[src/rtl/reorder_buffer.sv]
// -----------------------------------------------------------------------------
// reorder_buffer
//
// Circular in-order retirement buffer. Entries are allocated at the tail. Each
// entry receives its result through a tag-addressed writeback. Entries retire
// from the head in program order once their result is present. A flush
// squashes every entry younger than a given tag.
//
// Optional feature (compile-time macro):
//   ROB_WB_BYPASS_EN - a writeback that targets the not-yet-ready head makes
//                      that head committable in the same cycle, with the
//                      writeback data forwarded onto commit_value. When the
//                      macro is not defined, the entry becomes committable one
//                      cycle after its writeback.
//
// Ports:
//   clk, rst             clock; synchronous active-high reset
//   alloc_valid/ready    allocation handshake; the entry is written at the tail
//   alloc_inst_type/preg/lreg   payload of the allocated entry
//   alloc_tag            tail index that the next allocation receives
//   wb_valid/tag/value   result writeback; ignored unless the tag is occupied
//   commit_valid/ready   retire handshake for the head entry
//   commit_tag/inst_type/preg/lreg/value   contents of the head entry
//   flush_valid/tag      squash every entry younger than flush_tag
//   count, empty, full   occupancy
// -----------------------------------------------------------------------------
module reorder_buffer #(
   parameter  int DEPTH      = 4,
   parameter  int DATA_WIDTH = 32,
   parameter  int PREG_BITS  = 6,
   localparam int TW         = $clog2(DEPTH)
) (
   input  logic                  clk,
   input  logic                  rst,
   input  logic                  alloc_valid,
   output logic                  alloc_ready,
   input  logic [1:0]            alloc_inst_type,
   input  logic [PREG_BITS-1:0]  alloc_preg,
   input  logic [4:0]            alloc_lreg,
   output logic [TW-1:0]         alloc_tag,
   input  logic                  wb_valid,
   input  logic [TW-1:0]         wb_tag,
   input  logic [DATA_WIDTH-1:0] wb_value,
   output logic                  commit_valid,
   input  logic                  commit_ready,
   output logic [TW-1:0]         commit_tag,
   output logic [1:0]            commit_inst_type,
   output logic [PREG_BITS-1:0]  commit_preg,
   output logic [4:0]            commit_lreg,
   output logic [DATA_WIDTH-1:0] commit_value,
   input  logic                  flush_valid,
   input  logic [TW-1:0]         flush_tag,
   output logic [TW:0]           count,
   output logic                  empty,
   output logic                  full
);

   localparam logic [TW:0] DEPTH_PTR = (TW+1)'(DEPTH);
   localparam logic [TW:0] ONE_PTR   = (TW+1)'(1);

   // The pointers carry one extra wrap bit, so full and empty can be told
   // apart when the head and tail indices are equal.
   logic [TW:0]           head_q, head_d;
   logic [TW:0]           tail_q, tail_d;
   logic [DEPTH-1:0]      ready_q, ready_d;
   logic [1:0]            itype_q [DEPTH];
   logic [1:0]            itype_d [DEPTH];
   logic [PREG_BITS-1:0]  preg_q  [DEPTH];
   logic [PREG_BITS-1:0]  preg_d  [DEPTH];
   logic [4:0]            lreg_q  [DEPTH];
   logic [4:0]            lreg_d  [DEPTH];
   logic [DATA_WIDTH-1:0] value_q [DEPTH];
   logic [DATA_WIDTH-1:0] value_d [DEPTH];

   logic [TW-1:0] head_idx;
   logic [TW-1:0] tail_idx;
   logic [TW-1:0] wb_off;
   logic [TW-1:0] flush_off;
   logic          wb_hit;
   logic          flush_hit;
   logic          alloc_fire;
   logic          commit_fire;
   logic          head_bypass;

   assign head_idx = head_q[TW-1:0];
   assign tail_idx = tail_q[TW-1:0];

   assign count = tail_q - head_q;
   assign empty = (count == '0);
   assign full  = (count == DEPTH_PTR);

   // Allocation looks only at the registered fullness. A retire in the same
   // cycle does not free a slot early, and a flush cycle never allocates.
   assign alloc_ready = !full && !flush_valid;
   assign alloc_tag   = tail_idx;
   assign alloc_fire  = alloc_valid && alloc_ready;

   // A tag is occupied when its distance from the head, modulo DEPTH, is
   // below the occupancy. This covers every wrap case, including a full buffer.
   assign wb_off    = wb_tag - head_idx;
   assign flush_off = flush_tag - head_idx;
   assign wb_hit    = wb_valid && ({1'b0, wb_off} < count);
   assign flush_hit = flush_valid && ({1'b0, flush_off} < count);

`ifdef ROB_WB_BYPASS_EN
   assign head_bypass = wb_hit && (wb_tag == head_idx) && !ready_q[head_idx];
`else
   assign head_bypass = 1'b0;
`endif

   assign commit_valid     = !empty && (ready_q[head_idx] || head_bypass);
   assign commit_fire      = commit_valid && commit_ready;
   assign commit_tag       = head_idx;
   assign commit_inst_type = itype_q[head_idx];
   assign commit_preg      = preg_q[head_idx];
   assign commit_lreg      = lreg_q[head_idx];
   assign commit_value     = head_bypass ? wb_value : value_q[head_idx];

   // Next-state logic. Writeback, allocation, flush and commit are each
   // evaluated against the registered head/tail, so events in the same cycle
   // combine without seeing each other. The flush target is measured from
   // the pre-commit head. A commit in the same cycle still advances the head,
   // and count then reflects both events. The commit clears the head ready bit
   // last, so an entry that retires on its bypassed writeback leaves no
   // stale ready bit behind.
   always_comb begin
      head_d  = head_q;
      tail_d  = tail_q;
      ready_d = ready_q;
      itype_d = itype_q;
      preg_d  = preg_q;
      lreg_d  = lreg_q;
      value_d = value_q;

      if (wb_hit) begin
         value_d[wb_tag] = wb_value;
         ready_d[wb_tag] = 1'b1;
      end

      if (alloc_fire) begin
         itype_d[tail_idx] = alloc_inst_type;
         preg_d[tail_idx]  = alloc_preg;
         lreg_d[tail_idx]  = alloc_lreg;
         ready_d[tail_idx] = 1'b0;
         tail_d            = tail_q + ONE_PTR;
      end

      if (flush_hit) begin
         tail_d = head_q + {1'b0, flush_off} + ONE_PTR;
      end

      if (commit_fire) begin
         ready_d[head_idx] = 1'b0;
         head_d            = head_q + ONE_PTR;
      end
   end

   // Control state: the pointers and ready bits. Reset discards every entry
   // and overrides any event in the same cycle.
   always_ff @(posedge clk) begin
      if (rst) begin
         head_q  <= '0;
         tail_q  <= '0;
         ready_q <= '0;
      end else begin
         head_q  <= head_d;
         tail_q  <= tail_d;
         ready_q <= ready_d;
      end
   end

   // Payload storage. It has no reset because a slot is only read after an
   // allocation has written it.
   always_ff @(posedge clk) begin
      itype_q <= itype_d;
      preg_q  <= preg_d;
      lreg_q  <= lreg_d;
      value_q <= value_d;
   end

endmodule

[config.mk]
export PLATFORM = sky130hd
export DESIGN_NAME = reorder_buffer
export DESIGN_NICKNAME = d
export VERILOG_FILES = /design/src/rtl/reorder_buffer.sv
export SDC_FILE = /design/constraint.sdc
export NUM_CORES = 1
export LEC_CHECK = 0
export CELL_PAD_IN_SITES_DETAIL_PLACEMENT = 0
export CELL_PAD_IN_SITES_GLOBAL_PLACEMENT = 1
export CORE_MARGIN = 2
export CORE_UTILIZATION = 47
export DETAILED_ROUTE_END_ITERATION = 16
export HOLD_SLACK_MARGIN = 0.06
export PLACE_DENSITY_LB_ADDON = 0.1
export SLEW_MARGIN = 15
export SYNTH_ARGS = -nofsm -noshare
export SYNTH_HDL_FRONTEND = slang
export SYNTH_SLANG_ARGS = --single-unit
[constraint.sdc]
create_clock -name clk -period 3.8 [get_ports clk]
set_input_delay 0.57 -clock clk [delete_from_list [all_inputs] [get_ports clk]]
set_output_delay 0.57 -clock clk [all_outputs]
set_load 0.05 [all_outputs]
==> impl_metrics.tcl, run 1 <==
set metrics [dict create \
    required_ns 3.23 \
    h-tree-depth 4 \
    synthTopCellsByArea "edfxtp_1 72%, mux4_2 14%, dfxtp_1 2.7%, ha_1 2.3%, inv_1 0.95%" \
    synth_mux_area_frac 0.141 \
    power_leakage_nw 3.04 \
    hp-class "register to register" \
    post-dp-hpwl_mm 8.42 \
    vias_per_cell 5.16 \
    n_antenna_cell 0 \
    min_period_over_period 0.921 \
    multiInputGateArea_um2 1710 \
    timing.critical_path.mode_cell "inv_1" \
    setup_tns_ns 0 \
    rows 46 \
    grt_max_degree 55 \
    min_period_ns 3.50 \
    crit_path_end_kind "output port" \
    layout-drive-gt1-share 0.193 \
    syn_to_final_growth_pct 26.2 \
    cp_slowest_cell "clkdlybuf4s50_1" \
    reg2reg_depth 10 \
    ios 111 \
    synth_top_cell_area_share 0.722 \
    via_count 3606 \
    gp_congestion 0.705 \
    fin_skew_ns 0.00708 \
    drv_slew 0 \
    path_buf_inv 3 \
    crit_start "tail_q[0]$_SDFFE_PP0P_" \
    first_pass_iters 4 \
    worstMarginPinSlew_ns 0.782 \
    clock_latency_ns 0.42 \
    drt_iter0_drc 246 \
    synth_top_family_by_area "multiplexers" \
    start_util 0.476 \
    max_cap_viol_count 0 \
    worst_setup_path_start_kind "register" \
    synthArstFlopShare 0 \
    synthXorXnorAreaFrac 0.0125 \
    grt_pass1_vias 3918 \
    wl_per_cell_um 19.6 \
    antenna_found_initial 0 \
    port_buffers 110 \
    synthAdderAreaFrac 0.0288 \
    drc 0 \
    synth_area_per_cell_um2 21.3 \
    r2r_slack_ns 0.88 \
    fp.dieH_um 130 \
    synth_top_area_cell "edfxtp_1" \
    cts_sinks 190 \
    cts_resized 0 \
    pre_cts_slack_ns 0.555 \
    core-area_um2 15700 \
    wirelength_mm 13.7 \
    critPathCapture "full" \
    crit_family "buffers and inverters" \
    regArea_um2 5610 \
    r2r_start "tail_q[0]$_SDFFE_PP0P_" \
    outcome "finished, final reports clean" \
    hold_slack_ns 0.442 \
    synth_cell_type_count 37 \
    cp_slowest_stage_delay_ns 0.82 \
    max_freq_mhz 286 \
    power.total_mw 4.77 \
    crit_chain "inv_1, ha_1, inv_1, fa_2, nor2b_1, and2_1, clkdlybuf4s50_1" \
    crit_arrival_ns 2.93 \
    numCtsBuffers 17 \
    yosysWarnings 0 \
    rr_endpoint "value_q[9]$_DFFE_PP_" \
    synth_edf_count 180 \
    hold_violations 0 \
    p_per_area_nw_per_um2 505 \
    cts_post_setup_buffers_inserted 0 \
    relSlewSlack 0.479 \
    crit_fanout 5 \
    rsz0062_at_grt "no" \
    clock-root-buffer "clkbuf_16" \
    setup_viol 0 \
    yosysSeqAreaShare 0.749 \
    critical_path_class "register to output port" \
    hold_buffers 0 \
    synth_ff_type "edfxtp_1" \
    grt_pass1_wl_mm 21.1 \
    syn_inst 352 \
    nFillCells 1162 \
    path_depth 7 \
    fin_nets 541 \
    groute.usage.overall 0.172 \
    cts_tree "built" \
    synthesis.area_um2 7480 \
    setup_ws_ns 0.300 \
    ys_seq_elements 190 \
    dieWidth_um 130 \
    die_area_um2 17000 \
    synth_simple_gate_area_share 0.0181 \
    ant_nets 0 \
    clk_pin_slew_ns 0.07 \
    synth-compound-area-share 0.0272 \
    grt_overflow 0 \
    synth_fp_nets 423 \
    max-vdd-ir-drop_mv 0.330 \
    ctsLongestPathBuffers 2 \
]
==> cell usage after synthesis (3+ instances only) <==
cell type / instances
dfxtp_1: 10
a221o_1: 3
nand2b_1: 4
inv_1: 19
nand2_1: 3
nor2_1: 8
edfxtp_1: 180
buf_4: 5
clkbuf_1: 4
a21oi_1: 7
xnor2_1: 8
buf_2: 5
ha_1: 14
buf_1: 4
mux4_2: 46
and2_1: 4
==> logic make-up (layout without fill, tap and decap cells) <==
logic type      after synthesis  in the layout
xor+xnor                      9              9
flops                       190            190
fa+ha+maj                    16             16
simple gates                 26             26
buf+inv                      38            169
mux                          48             48
compound gates               25             25
==> flip-flops by register name, indices dropped and copies added (netlist names) <==
register,flops
head_q,3
itype_q,8
lreg_q,20
preg_q,24
ready_q,4
tail_q,3
value_q,128
==> stage by stage <==
stage	instance area, um2	util	cells
finish	9440	0.601	699
global route	9440	0.601	699
CTS	9440	0.601	699
detailed placement	8870	0.565	667
global placement	8870	0.565	667
floorplan	7490	-	352
==> power breakdown <==
group          total [mW]  leakage [nW]  switching [mW]  internal (mW)
clock                1.72         0.279           0.742          0.974
sequential           2.43          1.72          0.0288           2.40
combinational       0.621          1.05           0.384          0.237
==> worst min path at each step <==
stage	from	endpoint	slack, ns	cells past startpoint
2_1_floorplan	ready_q[2]$_SDFF_PP0_	ready_q[2]$_SDFF_PP0_	0.42	2
3_3_place_gp	ready_q[1]$_SDFF_PP0_	ready_q[1]$_SDFF_PP0_	0.44	2
3_5_place_dp	ready_q[0]$_SDFF_PP0_	ready_q[0]$_SDFF_PP0_	0.44	2
4_1_cts	ready_q[0]$_SDFF_PP0_	ready_q[0]$_SDFF_PP0_	0.45	2
5_1_grt	ready_q[0]$_SDFF_PP0_	ready_q[0]$_SDFF_PP0_	0.47	2
6_report	ready_q[0]$_SDFF_PP0_	ready_q[0]$_SDFF_PP0_	0.44	2
==> final cells by class <==
type	instances	area share
Inverter	19	0.00795
Timing Repair Buffer	118	0.128
Clock buffer	19	0.0458
Sequential cell	190	0.594
Multi-Input combinational cell	124	0.181
Tap cell	216	0.0286
Clock inverter	13	0.0148
==> layout by cell type (no fill, tap or decap), types with 3 or more instances in the layout <==
cell type,netlist,layout
dfxtp_1,10,8
clkdlybuf4s50_1,0,109
ha_1,14,14
clkbuf_16,0,17
nand2_1,3,3
a21oi_1,7,7
clkinv_4,0,3
xnor2_1,8,8
buf_12,0,4
nand2b_1,4,4
and2_1,4,4
mux4_2,46,46
buf_4,5,5
a221o_1,3,3
edfxtp_1,180,180
nor2_1,8,8
inv_1,19,18
==> metal layers <==
layer  wire length (um)  up-vias  track usage
met5                  0        -            0
li1                   -     1652            -
met4                172        0       0.0677
met3                593       14       0.0402
met1               5960     1859        0.219
met2               6960       81        0.288
==> worst min-delay path, stage by stage, from the launching register on <==
cell,delay [ns]
dfxtp_1,0.31
inv_1,0.05
a21oi_1,0.05
Power figures use the tool's default switching activity.
==> run 2, diff against run 1 <==
--- a/config.mk
+++ b/config.mk
@@ -5,7 +5,7 @@
 export SDC_FILE = /design/constraint.sdc
 export NUM_CORES = 1
 export LEC_CHECK = 0
-export CELL_PAD_IN_SITES_DETAIL_PLACEMENT = 0
+export CELL_PAD_IN_SITES_DETAIL_PLACEMENT = 1
 export CELL_PAD_IN_SITES_GLOBAL_PLACEMENT = 1
 export CORE_MARGIN = 2
 export CORE_UTILIZATION = 47
==> impl_metrics.tcl, run 2 (synthesized netlist as in run 1, its figures left out) <==
set metrics [dict create \
    cts_tree "built" \
    grt_overflow 0 \
    die_area_um2 17000 \
    h-tree-depth 4 \
    worst_setup_path_start_kind "register" \
    port_buffers 110 \
    rsz0062_at_grt "no" \
    power_leakage_nw 3.06 \
    max_freq_mhz 283 \
    vias_per_cell 5.29 \
    min_period_ns 3.53 \
    clock_power_share 0.369 \
    grt_pass1_wl_mm 23.4 \
    worstMarginPinSlew_ns 0.769 \
    swShare 0.253 \
    wl_per_cell_um 21.7 \
    pre_cts_slack_ns 0.509 \
    setup_viol 0 \
    instances_no_fill 699 \
    fin_nets 541 \
    numCtsBuffers 17 \
    core-area_um2 15700 \
    post-dp-hpwl_mm 9.54 \
    min_period_over_period 0.929 \
    hold_buffers 0 \
    fp.dieH_um 130 \
    place_inst 667 \
    required_ns 3.23 \
    first_pass_iters 4 \
    crit_fanout 5 \
    clock_latency_ns 0.43 \
    cts_post_setup_buffers_inserted 0 \
    drv_slew 0 \
    hold_violations 0 \
    setup_ws_ns 0.271 \
    final_cell_mix "180 x edfxtp_1, 109 x clkdlybuf4s50_1, 46 x mux4_2" \
    fin_area_um2 9470 \
    syn_to_final_growth_pct 26.5 \
    layout_commonest_cell "edfxtp_1" \
    ant_nets 0 \
    gp_congestion 0.705 \
    antenna_found_initial 0 \
    largest_register_ffs 128 \
    wl_met2_mm 8.04 \
    wl_met1_mm 6.30 \
    reg.largest.list "value_q (128), preg_q (24), lreg_q (20)" \
    start_util 0.476 \
    power_frac_comb 0.130 \
    wl_met3_um 633 \
    drt_iter0_drc 215 \
    place_area_um2 8870 \
    grt_pass1_vias 4137 \
    clock-root-buffer "clkbuf_16" \
    n_antenna_cell 0 \
    via_count 3700 \
    ctsLongestPathBuffers 2 \
    outcome "finished, final reports clean" \
    rows 46 \
    top_register "value_q" \
    cts_resized 0 \
    dieWidth_um 130 \
    internal_power_mw 3.63 \
    drc 0 \
    highest_layer "met4" \
    ios 111 \
    hp-class "register to register" \
    crit_arrival_ns 2.96 \
    wirelength_mm 15.1 \
    layout-drive-gt1-share 0.199 \
    relSlewSlack 0.487 \
    p_per_area_nw_per_um2 512 \
    max_cap_viol_count 0 \
    setup_tns_ns 0 \
    power.total_mw 4.85 \
    cts_sinks 190 \
    clk_pin_slew_ns 0.07 \
    p_sw_mw 1.23 \
    max-vdd-ir-drop_mv 0.318 \
    groute.usage.overall 0.193 \
    power_frac_seq 0.501 \
    crit_path_end_kind "output port" \
    critical_path_class "register to output port" \
    grt_max_degree 55 \
    fin_skew_ns 0.0154 \
]
run 2: changes by cell type in the layout (fill, tap and decap cells not counted), sizes merged:
cell,previous run,this run
inv,21,25
clkbuf,19,17
clkinv,7,5
run 2: power groups by stage:
stage                     combinational [mW]  clock (mW)  sequential, mW
after floorplan                        0.386           0            2.47
after global placement                 0.623           0            2.47
after detailed placement               0.635           0            2.48
after CTS                              0.639        1.84            2.43
after global routing                   0.670        1.91            2.44
final                                  0.629        1.79            2.43
run 2: layout make-up:
cell class / count / area [um2]
fillers: 1348 / 6240
multi-input cells: 124 / 1710
well taps: 216 / 270
inverters: 19 / 75.1
clock buffers: 17 / 425
repair buffers: 118 / 1210
flip-flops and latches: 190 / 5610
clock inverters: 15 / 175
run 2: worst max-delay path: stages (launching register included):
cell and delay [ns]:
dfxtp_1 0.39, inv_1 0.13, ha_1 0.21, inv_1 0.10
fa_2 0.47, nor2b_1 0.22, and2_1 0.20, clkdlybuf4s50_1 0.81
run 2: metal layers:
| layer | vias to the layer above | GRT usage |
|---|---|---|
| met5 | - | 0 |
| met4 | 0 | 0.0633 |
| met3 | 13 | 0.0562 |
| met2 | 90 | 0.330 |
| met1 | 1932 | 0.237 |
| li1 | 1665 | - |
run 2: path summary, 6_finish.rpt:
kind / startpoint / endpoint / slack, ns / cells after the start
worst max-delay path: tail_q[0]$_SDFFE_PP0P_ / full / 0.27 / 7
worst min-delay path: ready_q[1]$_SDFF_PP0_ / ready_q[1]$_SDFF_PP0_ / 0.45 / 2
worst max register to register: tail_q[0]$_SDFFE_PP0P_ / value_q[1]$_DFFE_PP_ / 0.87 / 10
worst min register to register: ready_q[1]$_SDFF_PP0_ / ready_q[1]$_SDFF_PP0_ / 0.45 / 2
run 2: stage by stage:
step	util	hold WS, ns
2_1_floorplan	-	0.418
3_3_place_gp	0.565	0.438
3_5_place_dp	0.565	0.443
4_1_cts	0.603	0.454
5_1_grt	0.603	0.485
6_report	0.603	0.450
==> run 3, diff against run 2 <==
--- a/config.mk
+++ b/config.mk
@@ -7,7 +7,6 @@
 export LEC_CHECK = 0
 export CELL_PAD_IN_SITES_DETAIL_PLACEMENT = 1
 export CELL_PAD_IN_SITES_GLOBAL_PLACEMENT = 1
-export CORE_MARGIN = 2
 export CORE_UTILIZATION = 47
 export DETAILED_ROUTE_END_ITERATION = 16
 export HOLD_SLACK_MARGIN = 0.06
==> impl_metrics.tcl, run 3 (synthesized netlist as in run 1, its figures left out) <==
set metrics [dict create \
    h-tree-depth 4 \
    ant_nets 0 \
    cts_sinks 190 \
    max_cap_viol_count 0 \
    worst_setup_path_start_kind "register" \
    min_period_over_period 0.933 \
    n_antenna_cell 0 \
    antenna_found_initial 1 \
    grt_overflow 0 \
    numCtsBuffers 17 \
    rsz0062_at_grt "no" \
    largest_register_ffs 128 \
    required_ns 3.23 \
    groute.usage.overall 0.203 \
    relSlewSlack 0.473 \
    die_area_um2 16400 \
    setup_viol 0 \
    grt_pass1_wl_mm 23.6 \
    clock_latency_ns 0.43 \
    via_count 3707 \
    timing.critical_path.mode_cell "inv_1" \
    port_buffers 110 \
    first_pass_iters 4 \
    dieWidth_um 128 \
    cp_slowest_cell "clkdlybuf4s50_1" \
    core-area_um2 15400 \
    grt_max_degree 54 \
    gp_congestion 0.745 \
    vias_per_cell 5.34 \
    cts_tree "built" \
    cts_resized 0 \
    power_leakage_nw 3.04 \
    ctsLongestPathBuffers 2 \
    hp-class "register to register" \
    final_cell_mix "180 x edfxtp_1, 109 x clkdlybuf4s50_1, 46 x mux4_2" \
    min_period_ns 3.55 \
    drt_iter0_drc 198 \
    fin_nets 543 \
    wirelength_mm 15.3 \
    fp.dieH_um 128 \
    fin_skew_ns 0.00651 \
    ios 111 \
    critical_path_class "register to output port" \
    worstMarginPinSlew_ns 0.791 \
    hold_slack_ns 0.464 \
    reg.largest.list "value_q (128), preg_q (24), lreg_q (20)" \
    layout-drive-gt1-share 0.201 \
    syn_to_final_growth_pct 26.4 \
    hold_violations 0 \
    rows 45 \
    crit_arrival_ns 2.98 \
    max_freq_mhz 282 \
    drv_slew 0 \
    grt_pass1_vias 4173 \
    clock-root-buffer "clkbuf_16" \
    cp_slowest_stage_delay_ns 0.81 \
    wl_per_cell_um 22.0 \
    max-vdd-ir-drop_mv 0.308 \
    hold_buffers 0 \
    p_per_area_nw_per_um2 513 \
    drc 0 \
    crit_fanout 5 \
    cts_post_setup_buffers_inserted 0 \
    start_util 0.487 \
    crit_chain "inv_1, ha_1, inv_1, fa_2, nor2b_1, and2_1, clkdlybuf4s50_1" \
    crit_path_end_kind "output port" \
    clk_pin_slew_ns 0.07 \
    top_register "value_q" \
    post-dp-hpwl_mm 9.65 \
    outcome "finished, final reports clean" \
    layout_commonest_cell "edfxtp_1" \
    nFillCells 1298 \
    setup_tns_ns 0 \
]
## run 3: final timing paths
path | from | to | slack, ns | cells after the start
setup / recovery | tail_q[0]$_SDFFE_PP0P_ | full | 0.25 | 7
hold / removal | ready_q[1]$_SDFF_PP0_ | ready_q[1]$_SDFF_PP0_ | 0.46 | 2
setup reg to reg | head_q[0]$_SDFFE_PP0P_ | value_q[8]$_DFFE_PP_ | 0.56 | 9
hold reg to reg | ready_q[1]$_SDFF_PP0_ | ready_q[1]$_SDFF_PP0_ | 0.46 | 2
## run 3: metal layers
layer | global-route usage | routed length, um | share of wire
met2 | 0.351 | 7990 | 0.52
met5 | 0 | 0 | 0
met4 | 0.0740 | 213 | 0.014
met1 | 0.246 | 6310 | 0.41
met3 | 0.0538 | 767 | 0.050
## run 3: report_power, final
part	leakage [nW]	switching, mW	internal (mW)
Clock	0.291	0.755	1.03
Sequential	1.72	0.0340	2.40
Combinational	1.04	0.390	0.239
Total	3.04	1.18	3.67
## run 3: layout make-up
type / count / area (um2) / area share
clock buffers: 17 / 425 / 0.0450
clock inverters: 13 / 164 / 0.0173
inverters: 19 / 75.1 / 0.00794
multi-input cells: 124 / 1710 / 0.180
flip-flops and latches: 190 / 5610 / 0.593
well taps: 211 / 264 / 0.0279
repair buffers: 120 / 1210 / 0.128
## run 3: metrics by stage
step	cells	setup slack (ns)	util	power (mW)	area, um2
6_report	694	0.253	0.615	4.85	9460
5_1_grt	694	0.0775	0.615	5.01	9460
2_1_floorplan	352	0.111	-	2.85	7490
3_3_place_gp	664	0.382	0.577	3.09	8870
3_5_place_dp	664	0.259	0.577	3.11	8870
4_1_cts	694	0.0722	0.615	4.90	9460
## run 3: worst max-delay path, delay by kind of cell (launching register included)
| family | cells | cell delay [ns] |
|---|---|---|
| adder cells (fa/ha/maj) | 2 | 0.68 |
| buffers and inverters | 3 | 1.02 |
| flip-flops | 1 | 0.41 |
| AND/OR/NAND/NOR | 2 | 0.44 |
